$ cat config.mk
export PLATFORM = sky130hd
export DESIGN_NAME = cmd_rx_ctl
export DESIGN_NICKNAME = d
export VERILOG_FILES = /design/src/rtl/cmd_pkg.sv /design/src/rtl/hex_nibble.sv /design/src/rtl/cmd_rx_ctl.sv
export SDC_FILE = /design/constraint.sdc
export NUM_CORES = 1
export LEC_CHECK = 0
export CAP_MARGIN = 15
export CORE_MARGIN = 3
export CORE_UTILIZATION = 45
export CTS_BUF_LIST = sky130_fd_sc_hd__clkbuf_4 sky130_fd_sc_hd__clkbuf_8
export DETAILED_ROUTE_END_ITERATION = 8
export PLACE_DENSITY_LB_ADDON = 0.2
export SLEW_MARGIN = 20
export SYNTH_ARGS = -nofsm -noshare
export SYNTH_HDL_FRONTEND = slang
export SYNTH_SLANG_ARGS = --single-unit
$ cat constraint.sdc
create_clock -name clk -period 4.46 [get_ports clk]
set_input_delay 0.892 -clock clk [delete_from_list [all_inputs] [get_ports clk]]
set_output_delay 0.892 -clock clk [all_outputs]
set_load 0.05 [all_outputs]
$ cat src/rtl/cmd_pkg.sv
// Shared constants, state encodings and helpers for the UART command controller.
package cmd_pkg;

    localparam logic [7:0] ASC_CR = 8'h0D;
    localparam logic [7:0] ASC_LF = 8'h0A;
    localparam logic [7:0] ASC_L  = 8'h4C;
    localparam logic [7:0] ASC_C  = 8'h43;
    localparam logic [7:0] ASC_R  = 8'h52;
    localparam logic [7:0] ASC_LL = 8'h6C;
    localparam logic [7:0] ASC_LC = 8'h63;
    localparam logic [7:0] ASC_LR = 8'h72;

    localparam int REPLY_LEN = 4;

    typedef enum logic [2:0] {
        ST_IDLE,
        ST_HI,
        ST_LO,
        ST_TERM,
        ST_DISCARD,
        ST_REPLY
    } rx_state_t;

    typedef enum logic [1:0] {
        CMD_L,
        CMD_C,
        CMD_R
    } cmd_t;

    function automatic logic is_cmd(input logic [7:0] b, input logic [7:0] up,
                                    input logic [7:0] lo, input logic ci);
        return (b == up) || (ci && (b == lo));
    endfunction

endpackage

$ cat src/rtl/hex_nibble.sv
// Combinational ASCII hex digit decoder plus nibble-to-uppercase-ASCII encoder.
// Zero latency, no flow control.
module hex_nibble #(
    parameter bit CASE_INS = 1'b1
) (
    input  logic [7:0] char_in,
    input  logic [3:0] nib_in,
    output logic [3:0] nib,
    output logic       is_hex,
    output logic [7:0] ascii
);

    always_comb begin
        nib    = 4'h0;
        is_hex = 1'b0;
        if (char_in >= 8'h30 && char_in <= 8'h39) begin
            nib    = char_in[3:0];
            is_hex = 1'b1;
        end else if ((char_in >= 8'h41 && char_in <= 8'h46) ||
                     (CASE_INS && char_in >= 8'h61 && char_in <= 8'h66)) begin
            // 'A'/'a' carry 1 in the low nibble, so +9 lands on 10
            nib    = char_in[3:0] + 4'd9;
            is_hex = 1'b1;
        end
    end

    assign ascii = (nib_in < 4'd10) ? (8'h30 + {4'h0, nib_in}) : (8'h37 + {4'h0, nib_in});

endmodule

$ cat src/rtl/cmd_rx_ctl.sv
// Parses "Lhh", "C", "R" command lines into an LED register and streams a hex reply for R.
// Pulses land one cycle after the CR; reply bytes wait on tx_rdy with a one-cycle gap after each strobe.
module cmd_rx_ctl
    import cmd_pkg::*;
#(
    parameter logic [7:0] LED_RST  = 8'h00,
    parameter bit         CASE_INS = 1'b1
) (
    input  logic       clk,
    input  logic       rst,
    input  logic [7:0] din,
    input  logic       d_rdy,
    input  logic       tx_rdy,
    output logic [7:0] dout,
    output logic       tx_en,
    output logic [7:0] leds,
    output logic       cmd_ok,
    output logic       cmd_err
);

    localparam logic [1:0] LAST_IDX = 2'(REPLY_LEN - 1);

    rx_state_t  state, state_nxt;
    cmd_t       cmd, cmd_nxt;
    logic [3:0] hi_nib, hi_nxt, lo_nib, lo_nxt;
    logic [1:0] idx, idx_nxt;
    logic       hold;

    logic [7:0] leds_nxt, tx_byte;
    logic       ok_nxt, err_nxt, issue;

    logic [3:0] din_nib, enc_nib;
    logic       din_hex;
    logic [7:0] enc_char;
    logic       is_cr;

    assign enc_nib = idx[0] ? leds[3:0] : leds[7:4];
    assign is_cr   = (din == ASC_CR);

    hex_nibble #(.CASE_INS(CASE_INS)) u_hex (
        .char_in (din),
        .nib_in  (enc_nib),
        .nib     (din_nib),
        .is_hex  (din_hex),
        .ascii   (enc_char)
    );

    always_comb begin
        state_nxt = state;
        cmd_nxt   = cmd;
        hi_nxt    = hi_nib;
        lo_nxt    = lo_nib;
        idx_nxt   = idx;
        leds_nxt  = leds;
        ok_nxt    = 1'b0;
        err_nxt   = 1'b0;
        issue     = 1'b0;
        tx_byte   = enc_char;

        if (state == ST_REPLY) begin
            // leds cannot change while replying, so it is the CR-time snapshot
            if (tx_rdy && !tx_en && !hold) begin
                issue = 1'b1;
                if (idx == 2'd2)
                    tx_byte = ASC_CR;
                else if (idx == LAST_IDX)
                    tx_byte = ASC_LF;
                if (idx == LAST_IDX) begin
                    idx_nxt   = 2'd0;
                    state_nxt = ST_IDLE;
                end else begin
                    idx_nxt = idx + 2'd1;
                end
            end
        end else if (d_rdy && din != ASC_LF) begin
            case (state)
                ST_IDLE: begin
                    if (is_cmd(din, ASC_L, ASC_LL, CASE_INS)) begin
                        cmd_nxt   = CMD_L;
                        state_nxt = ST_HI;
                    end else if (is_cmd(din, ASC_C, ASC_LC, CASE_INS)) begin
                        cmd_nxt   = CMD_C;
                        state_nxt = ST_TERM;
                    end else if (is_cmd(din, ASC_R, ASC_LR, CASE_INS)) begin
                        cmd_nxt   = CMD_R;
                        state_nxt = ST_TERM;
                    end else if (!is_cr) begin
                        state_nxt = ST_DISCARD;
                    end
                end
                ST_HI, ST_LO: begin
                    if (din_hex) begin
                        if (state == ST_HI) begin
                            hi_nxt    = din_nib;
                            state_nxt = ST_LO;
                        end else begin
                            lo_nxt    = din_nib;
                            state_nxt = ST_TERM;
                        end
                    end else if (is_cr) begin
                        err_nxt   = 1'b1;
                        state_nxt = ST_IDLE;
                    end else begin
                        state_nxt = ST_DISCARD;
                    end
                end
                ST_TERM: begin
                    if (is_cr) begin
                        ok_nxt    = 1'b1;
                        state_nxt = ST_IDLE;
                        case (cmd)
                            CMD_L:   leds_nxt = {hi_nib, lo_nib};
                            CMD_C:   leds_nxt = LED_RST;
                            default: state_nxt = ST_REPLY;
                        endcase
                    end else begin
                        state_nxt = ST_DISCARD;
                    end
                end
                ST_DISCARD: begin
                    if (is_cr) begin
                        err_nxt   = 1'b1;
                        state_nxt = ST_IDLE;
                    end
                end
                default: ;
            endcase
        end
    end

    always_ff @(posedge clk or posedge rst) begin
        if (rst) begin
            state  <= ST_IDLE;
            cmd    <= CMD_L;
            hi_nib <= 4'h0;
            lo_nib <= 4'h0;
            idx    <= 2'd0;
            hold   <= 1'b0;
        end else begin
            state  <= state_nxt;
            cmd    <= cmd_nxt;
            hi_nib <= hi_nxt;
            lo_nib <= lo_nxt;
            idx    <= idx_nxt;
            hold   <= tx_en;
        end
    end

    always_ff @(posedge clk or posedge rst) begin
        if (rst) begin
            leds    <= LED_RST;
            dout    <= 8'h00;
            tx_en   <= 1'b0;
            cmd_ok  <= 1'b0;
            cmd_err <= 1'b0;
        end else begin
            leds    <= leds_nxt;
            tx_en   <= issue;
            cmd_ok  <= ok_nxt;
            cmd_err <= err_nxt;
            if (issue)
                dout <= tx_byte;
        end
    end

endmodule

# --- After elaboration in Yosys (flattened, before gate mapping) ---
# Index checks and enable logic that the tools add are counted.
op_classes:
  n_addsub: 4
  magnitude_cmp: 7
  eq_ne: 20
  muxes: 40
  bitwise: 2
  n_reduce_logical: 26
ops:
  columns: ["operator", "n"]
  rows:
  - ["$eq 8x7->1 const B", 6]
  - ["$mux 8", 5]
  - ["$mux 3", 13]
  - ["$ge 8x7->1 const B", 2]
  - ["$le 8x7->1 const B", 2]
  - ["$pmux 8 s2", 1]
  - ["$reduce_and 5->1", 3]
  - ["$add 6x4->7 const A", 2]
  - ["$mux 1", 12]
  - ["$mux 4", 3]
  - ["$pmux 3 s4", 1]
  - ["$eq 8x4->1 const B", 1]
  - ["$ge 8x6->1 const B", 1]
  - ["$le 8x6->1 const B", 1]
  - ["$mux 2", 4]
  - ["$ne 8x4->1 const B", 1]
  - ["$eq 3x2->1 const B", 2]
  - ["$eq 3x3->1 const B", 2]
  - ["$logic_and 1x1->1", 6]
  - ["$ne 6x6->1 const B", 1]
  - ["$reduce_and 6->1", 1]
  - ["$reduce_bool 5->1", 1]
  - ["$add 4x4->4 const B", 1]
  - ["$eq 2x2->1 const B", 2]
  - ["other kinds (17)", 25]
word_totals:
  register_bits: 35
  input_bits: 12
  output_inout_bits: 19
  wordCells: 110

# --- Logic depth before layout (Yosys ltp) ---
# Gate-level depths: netlist of run 1.
logic_depth:
  word_depth: 9
  mapped_depth: 10
  mapped_depth_nobuf: 8

# --- Modules after synthesis ---
# From an unflattened synthesis of run 1, not the netlist that was laid out.
hier_totals:
  cells_unflattened: 200
  hier_area_um2: 2077.0
by_module_without_submodules:
  columns: ["mod", "instances", "cells_each", "area_per_inst_um2", "seq_area_each_um2"]
  rows:
  - ["cmd_rx_ctl", 1, 165, 1816.7, 875.8]
  - ["hex_nibble", 1, 35, 260.2, 0.0]

# --- Worst setup path before layout of run 1 ---
# No wires, ideal clock.
synth_path:
  path_type: "input -> register"
  startpoint: "input port din[6]"
  endpoint: "register hi_nib[0]"
  setup_time_ns: 0.125
  t_arrival_ns: 2.396
  slack_ns: 1.939
  cell_stages: 6
  n_path_buf: 0
  cell_sequence: "or4_4 > o311a_4 > nand2_1 > or2_2 > nor2_4 > mux2_4"
synth_via:
  elab_chain_len: 6
  word_cells_on_any_way: 17
  cone_classes: "order compare (6); eq/ne (1); mux (4); reduce/logical (6)"
synth_lines:
  columns: ["item", "line_no", "text"]
  rows:
  - ["start: declaration", "cmd_rx_ctl.sv:11", "input logic [7:0] din,"]
  - ["$ge 8x7->1 (tied with other cells)", "hex_nibble.sv:19", "end else if ((char_in >= 8'h41 && char_in <= 8'h46) ||"]
  - ["$logic_and 1x1->1 (on tied branches)", "hex_nibble.sv:19, hex_nibble.sv:20", null]
  - ["$logic_or 1x1->1", "hex_nibble.sv:19", null]
  - ["$mux 1", "hex_nibble.sv:19", null]
  - ["$mux 1", "hex_nibble.sv:16", "if (char_in >= 8'h30 && char_in <= 8'h39) begin"]
  - ["$reduce_and 5->1 (no source line)", null, null]
  - ["end signal: assignment", "cmd_rx_ctl.sv:142", "hi_nib <= hi_nxt;"]
  - ["end: declaration", "cmd_rx_ctl.sv:25", "logic [3:0] hi_nib, hi_nxt, lo_nib, lo_nxt;"]
# Several ways; a longest one is shown, not always the timed one.
# A chain may end at the register's enable or synchronous reset.

# --- Worst setup path after layout of run 1 ---
layout_path:
  startpoint: "input port din[6]"
  endpoint: "register leds[2]"
layout_via:
  elab_chain_len: 3
  word_cells_on_any_way: 4
  cone_classes: "eq/ne (2); reduce/logical (2)"
layout_lines:
  columns: ["item", "line_no", "text"]
  rows:
  - ["$ne 8x4->1", "cmd_rx_ctl.sv:75", "end else if (d_rdy && din != ASC_LF) begin"]
  - ["$logic_and 1x1->1", "cmd_rx_ctl.sv:75", null]
  - ["$reduce_and 5->1 (no source line) *", null, null]
  - ["end signal: assignment", "cmd_rx_ctl.sv:157", "leds <= leds_nxt;"]
  - ["end: declaration", "cmd_rx_ctl.sv:16", "output logic [7:0] leds,"]
# Mark *: on every way between the ends. The rest lies on a longest branch, timed or not.

==> impl_results.md, run 1 <==
- Status: complete, no violations
- Die width: 73.4 microns
- CP required: 4.66 ns
- Clock skew: 0.00268 ns
- Clock transition at path regs: 0.07 ns
- Number of port buffers: 29
- Synth Area in Adders: 0.0428
- Post-synthesis cell type count: 58
- Post-Syn Nets: 227
- Number of gates resized after cts: 0
- Via count: 1,564
- Max Fclk: 323 MHz
- HP Class: register to register
- Placer Congestion: 0.764
- Syn Area/Cell: 9.84 sq um
- CP Launch Type: primary input
- XOR/XNOR Fraction of Synth Area: 0.00856
- Wirelength per Cell: 13.7 microns
- Hold Path Cell Cnt: 0
- Setup Viol. Count Final: 0
- First-pass GRT wire length: 6620 microns
- Initial core utilization: 0.487
- Crit path time final: 3.09 ns
- Vias in the first global route: 1,439
- Slew Limit Fails: 0
- Worst-path fanout max: 16
- Flop-to-flop setup slack: 2.23 ns
- Hold Violations, Final: 0
- PD cells: 343 mW/mm^2
- GRT Overall Usage: 0.157
- Hold buffers post-CTS: 0
- Longest Clk Path Bufs: 2
- CTS tree: done
- Area delta synth->final: 18.6%
- # nets final: 252
- Largest family of logic cells by synthesized area: simple AND/OR/NAND/NOR gates
- Worst slew pin tran: 0.802 ns
- # H-tree levels: 2
- Hold slack final: 0.412 ns
- Pre-Repair DR Iteration Count: 4
- EDFF count, synth: 0
- I/O Pins: 31
- Setup TNS: 0 ns
- Compound-Gate Fraction of Synth Area: 0.180
- Mux contribution to synthesized area: 0.0881
- FFs w/ async S/R, synth: 1.00
- Fraction of the mapped netlist area in simple logic gates: 0.206
- GR Overflow Total: 0
- # DRC: 0
- Worst ir drop on vdd: 0.141 mV
- Core Rows: 23
- Register-to-Register Path Depth: 6
- Synth Flop Type: dfrtp_1
- Critical path class: primary input to register
- Period utilization: 0.694
- Clock sinks: 34
- Clock latency on the worst-skew pair: 0.28 ns
- Flops & latches, synth: 34
- Power, Total: 0.832 mW
- RSZ-0062 raised after global routing: false
- Vias per cell: 5.51
- Mapped Area: 0.00205 sq mm
- Synth Instances: 208
- Post-Route WL: 3880 microns
- Post-CTS setup buffers: 0
- Worst path arrival time: 3.30 ns
- Core area: 0.00420 sq mm
- Post-DP Area: 0.00233 sq mm
- Antenna diode count: 0
- Largest net degree at the start of global routing: 35
- Root buf cell: clkbuf_8
- Die Y: 73.4 microns
- Initial antenna violation count: 0
- Detail Placement HPWL: 2950 microns
- Seq/Total Area, Yosys: 0.416
- Leak pwr: 1.08 nW
- Initial DRC Count: 86
- TritonCTS buffer count: 5
- Worst slew margin: 0.465
- YS warnings: 0
- Final ANT Viol Nets: 0
- Share of post-route cells with drive strength above 1: 0.184
- Max Cap Viol: 0
- Final core occ: 0.577
- Design Area, Final: 0.00243 sq mm
- Die ar.: 0.00539 sq mm
- Setup crit end kind: register
-- routing by layer --
layer / global-route usage / share of wire / up-vias
li1: - / - / 801
met1: 0.203 / 0.46 / 720
met2: 0.256 / 0.47 / 39
met3: 0.0465 / 0.059 / 4
met4: 0.0423 / 0.0093 / 0
met5: 0 / 0 / -
-- through the flow --
step | instances | setup slack [ns]
floorplan | 208 | 1.94
global placement | 276 | 1.09
detailed placement | 276 | 1.06
CTS | 284 | 1.36
global route | 284 | 1.19
finish | 284 | 1.37
-- power breakdown --
group          switching (mW)  internal (mW)  leakage (nW)
clock                   0.104          0.130        0.0517
combinational           0.123         0.0892         0.564
sequential             0.0489          0.336         0.464
-- cells in the final DEF, fill, tap and decap left out, types with 2 or more instances in the layout --
cell type,instances
a211o_1,2
a211oi_1,2
a21oi_1,7
a22o_1,4
a31oi_1,2
and3_1,3
clkbuf_8,6
clkdlybuf4s50_1,29
dfrtp_1,34
ha_1,7
inv_1,11
mux2_2,7
mux2_4,4
mux2i_1,3
nand2_1,24
nand2_2,9
nand2b_1,2
nand3_1,6
nor2_1,8
nor2_4,2
nor2b_1,2
nor3_1,9
nor3b_1,2
o21ai_0,7
o21ai_2,8
o221ai_1,2
or3_1,2
-- critical path: stages --
cell             delay (ns)
clkdlybuf4s50_1        0.48
or4_4                  0.61
o311a_4                0.40
nand2_2                0.09
or3_1                  0.64
nand2_2                0.11
o21ai_2                0.08
-- worst paths after layout --
kind,start,to
worst max-delay path,din[6],leds[2]
worst min-delay path,tx_en,hold
worst max register to register,state[1],state[0]
worst min register to register,tx_en,hold
max in group asynchronous,rst,leds[7]
min in group asynchronous,rst,cmd[1]
-- registers in the layout, summed over array words and instances, names as in the netlist, 2 cells and up --
register	cells
lo_nib	4
cmd	2
dout	7
hi_nib	4
leds	8
idx	2
state	3
-- cells by family (layout without fill, tap and decap cells) --
family                     count (synthesis)  in the layout
xor gates and xnor gates                   2              2
and+or+nand+nor                           78             78
buffers and inverters                     23             49
AOI/OAI and AO/OA                         48             48
other                                      1              1
muxes                                     15             15
adders and majority gates                  7              7
DFF                                       34             34
-- cells in the mapped netlist (2+ instances only) --
cell type,instances,share of area
inv_1,11,0.020
o221ai_1,2,0.0086
a21oi_1,7,0.017
and3_1,3,0.0092
buf_1,2,0.0037
nand2_1,24,0.044
mux2_4,4,0.029
mux2i_1,3,0.015
nor2b_1,2,0.0061
nor2_4,2,0.011
a211o_1,2,0.0086
or3_1,2,0.0061
nor3b_1,2,0.0073
nand3_1,6,0.015
o21ai_2,8,0.034
a211oi_1,2,0.0073
buf_2,2,0.0049
o21ai_0,7,0.017
dfrtp_1,34,0.42
nand2b_1,2,0.0061
ha_1,7,0.043
nor2_1,8,0.015
mux2_2,7,0.039
clkbuf_1,5,0.0092
nor3_1,9,0.022
a22o_1,4,0.017
nand2_2,9,0.028
a31oi_1,2,0.0061
-- layout make-up --
class                   count  area [sq um]
fillers                   376          1780
multi-input cells         151          1080
flip-flops and latches     34           851
repair buffers             30           298
clock buffers               7          90.1
well taps                  50          62.6
inverters                  11          41.3
clock inverters             1          5.00
(Power assumes the default switching activity.)
==> run 2: changes to the inputs <==
==> constraint.sdc (replaced) <==
create_clock -name clk -period 2.8 [get_ports clk]
set_input_delay 0.56 -clock clk [delete_from_list [all_inputs] [get_ports clk]]
set_output_delay 0.56 -clock clk [all_outputs]
set_load 0.05 [all_outputs]
==> run 2 against run 1 <==
Wire length up 2.4%. Count of clock-buffer cells in the layout stayed put. Total power grew 61%.
==> impl_results.md, run 2 (same netlist as run 1, synthesis figures left out) <==
- Status: complete, no violations
- Wirelength per Cell: 13.7 microns (+0.30%)
- PD cells: 540 mW/mm^2 (+57%)
- Most frequent cells in the layout: dfrtp_1 (34), clkdlybuf4s50_1 (29), nand2_1 (24)
- Max reg flops: 8 (unchanged)
- # H-tree levels: 2 (unchanged)
- CP Launch Type: primary input
- TritonCTS buffer count: 5 (unchanged)
- Detail Placement HPWL: 2990 microns (+1.3%)
- Critical path class: primary input to register
- Hold EP: hold
- Post-Route WL: 3980 microns (+2.4%)
- # fillers: 402 (+6.9%)
- I/O Pins: 31 (unchanged)
- Longest Clk Path Bufs: 2 (unchanged)
- Worst ir drop on vdd: 0.295 mV (+110%)
- # DRC: 0 (unchanged)
- Setup Viol. Count Final: 0 (unchanged)
- FF-to-FF End: lo_nib[1]
- Share of post-route cells with drive strength above 1: 0.204 (+0.0204)
- Most common cell after layout, fill and taps aside: dfrtp_1
- Final ANT Viol Nets: 0 (unchanged)
- Largest Register: leds
- Slew Limit Fails: 0 (unchanged)
- Root buf cell: clkbuf_8
- Worst slew margin: 0.607 (+0.142)
- Flop-to-flop setup slack: 0.79 ns (-1.44 ns)
- Number of gates resized after cts: 0 (unchanged)
- Largest regs: leds: 8 flops, dout: 7 flops
- GRT Overall Usage: 0.165 (+0.00773)
- GR Overflow Total: 0 (unchanged)
- Pre-Repair DR Iteration Count: 4 (unchanged)
- Core Rows: 23 (unchanged)
- Die width: 73.4 microns (unchanged)
- Vias in the first global route: 1,449 (+0.69%)
- Setup TNS: 0 ns (unchanged)
- Crit path time final: 2.47 ns
- Worst path arrival time: 2.64 ns (-0.66 ns)
- Clock sinks: 34 (unchanged)
- Post-CTS setup buffers: 0 (unchanged)
- Core area: 0.00420 sq mm (unchanged)
- Area delta synth->final: 21.4%
- Initial antenna violation count: 0 (unchanged)
- Initial DRC Count: 63 (-27%)
- Register-to-Register Path Depth: 5 (-1)
- Max Fclk: 405 MHz
- Die Y: 73.4 microns (unchanged)
- Clock skew: 0.00512 ns (+0.00244 ns)
- Via count: 1,616 (+3.3%)
- Antenna diode count: 0 (unchanged)
- Placer Congestion: 0.848 (+11%)
- Footprint of the multi-input gates: 0.00108 sq mm (unchanged)
- Leak pwr: 1.11 nW (+3.1%)
- Largest net degree at the start of global routing: 35 (unchanged)
- Hold buffers post-CTS: 0 (unchanged)
- Clock latency on the worst-skew pair: 0.28 ns (about the same)
- Worst r2r src: state[2]
- Final worst slack: 0.333 ns (-1.03 ns)
- Placement Setup Slack: -0.0139 ns (-1.08 ns)
- CP required: 2.97 ns (-1.69 ns)
- Max Cap Viol: 0 (unchanged)
- Hold Path Cell Cnt: 0 (unchanged)
- First-pass GRT wire length: 6890 microns (+4.0%)
- Sequential cell area: 851 sq um (unchanged)
- Hold Violations, Final: 0 (unchanged)
- Number of port buffers: 29 (unchanged)
- RSZ-0062 raised after global routing: false
- HP Start: tx_en
- Die ar.: 0.00539 sq mm (unchanged)
- Period utilization: 0.881
- HP Class: register to register
- Initial core utilization: 0.487 (unchanged)
- Vias per cell: 5.57 (+1.2%)
- Worst-path fanout max: 5 (-11)
- Setup crit end kind: register
- CTS tree: done
- Clock transition at path regs: 0.07 ns (about the same)
- # nets final: 258 (+2.4%)
- Worst slew pin tran: 0.584 ns (-0.218 ns)
==> run 2: cell count changes in the layout (fill, tap and decap cells not counted) <==
| cell | change |
|---|---|
| buf_4 | +5 |
| buf_12 | +1 |
==> run 2: worst max-delay path by stage <==
stage,startpoint,to,slack [ns],cells past startpoint
2_1_floorplan,din[6],hi_nib[0],0.61,6
3_3_place_gp,din[7],hi_nib[0],0.06,7
3_5_place_dp,din[1],lo_nib[1],-0.01,7
4_1_cts,din[1],lo_nib[1],0.29,7
5_1_grt,din[7],lo_nib[0],0.13,6
6_report,din[1],lo_nib[1],0.33,7
==> run 2: where the power goes <==
part	internal, mW	switching, mW
clock network	0.208	0.176
registers	0.535	0.0792
logic	0.146	0.197
==> run 2: layout make-up <==
type,count,share of cell area
Sequential cell,34,0.343
Inverter,11,0.0166
Tap cell,50,0.0252
Clock buffer,7,0.0363
Timing Repair Buffer,36,0.143
Clock inverter,1,0.00202
Multi-Input combinational cell,151,0.434
==> run 2: worst max-delay path, cell delays in order <==
cell	delay, ns
clkdlybuf4s50_1	0.55
inv_1	0.08
ha_1	0.23
a31oi_1	0.18
o221ai_1	0.16
nor3_1	0.49
mux2_2	0.40
==> run 2: per-layer routing <==
layer  share of wire  global-route usage
met5               0                   0
met4           0.012              0.0543
met3           0.054              0.0369
met2            0.48               0.261
met1            0.45               0.223
==> run 2: per-stage QoR <==
step                 util  hold slack, ns  cells  instance area (sq um)  power [mW]
finish              0.591           0.407    290                   2480        1.34
global route        0.591           0.446    290                   2480        1.42
CTS                 0.591           0.415    290                   2480        1.35
detailed placement  0.568           0.400    282                   2390       0.965
global placement    0.568           0.385    282                   2390       0.963
floorplan               -           0.450    208                   2050       0.865
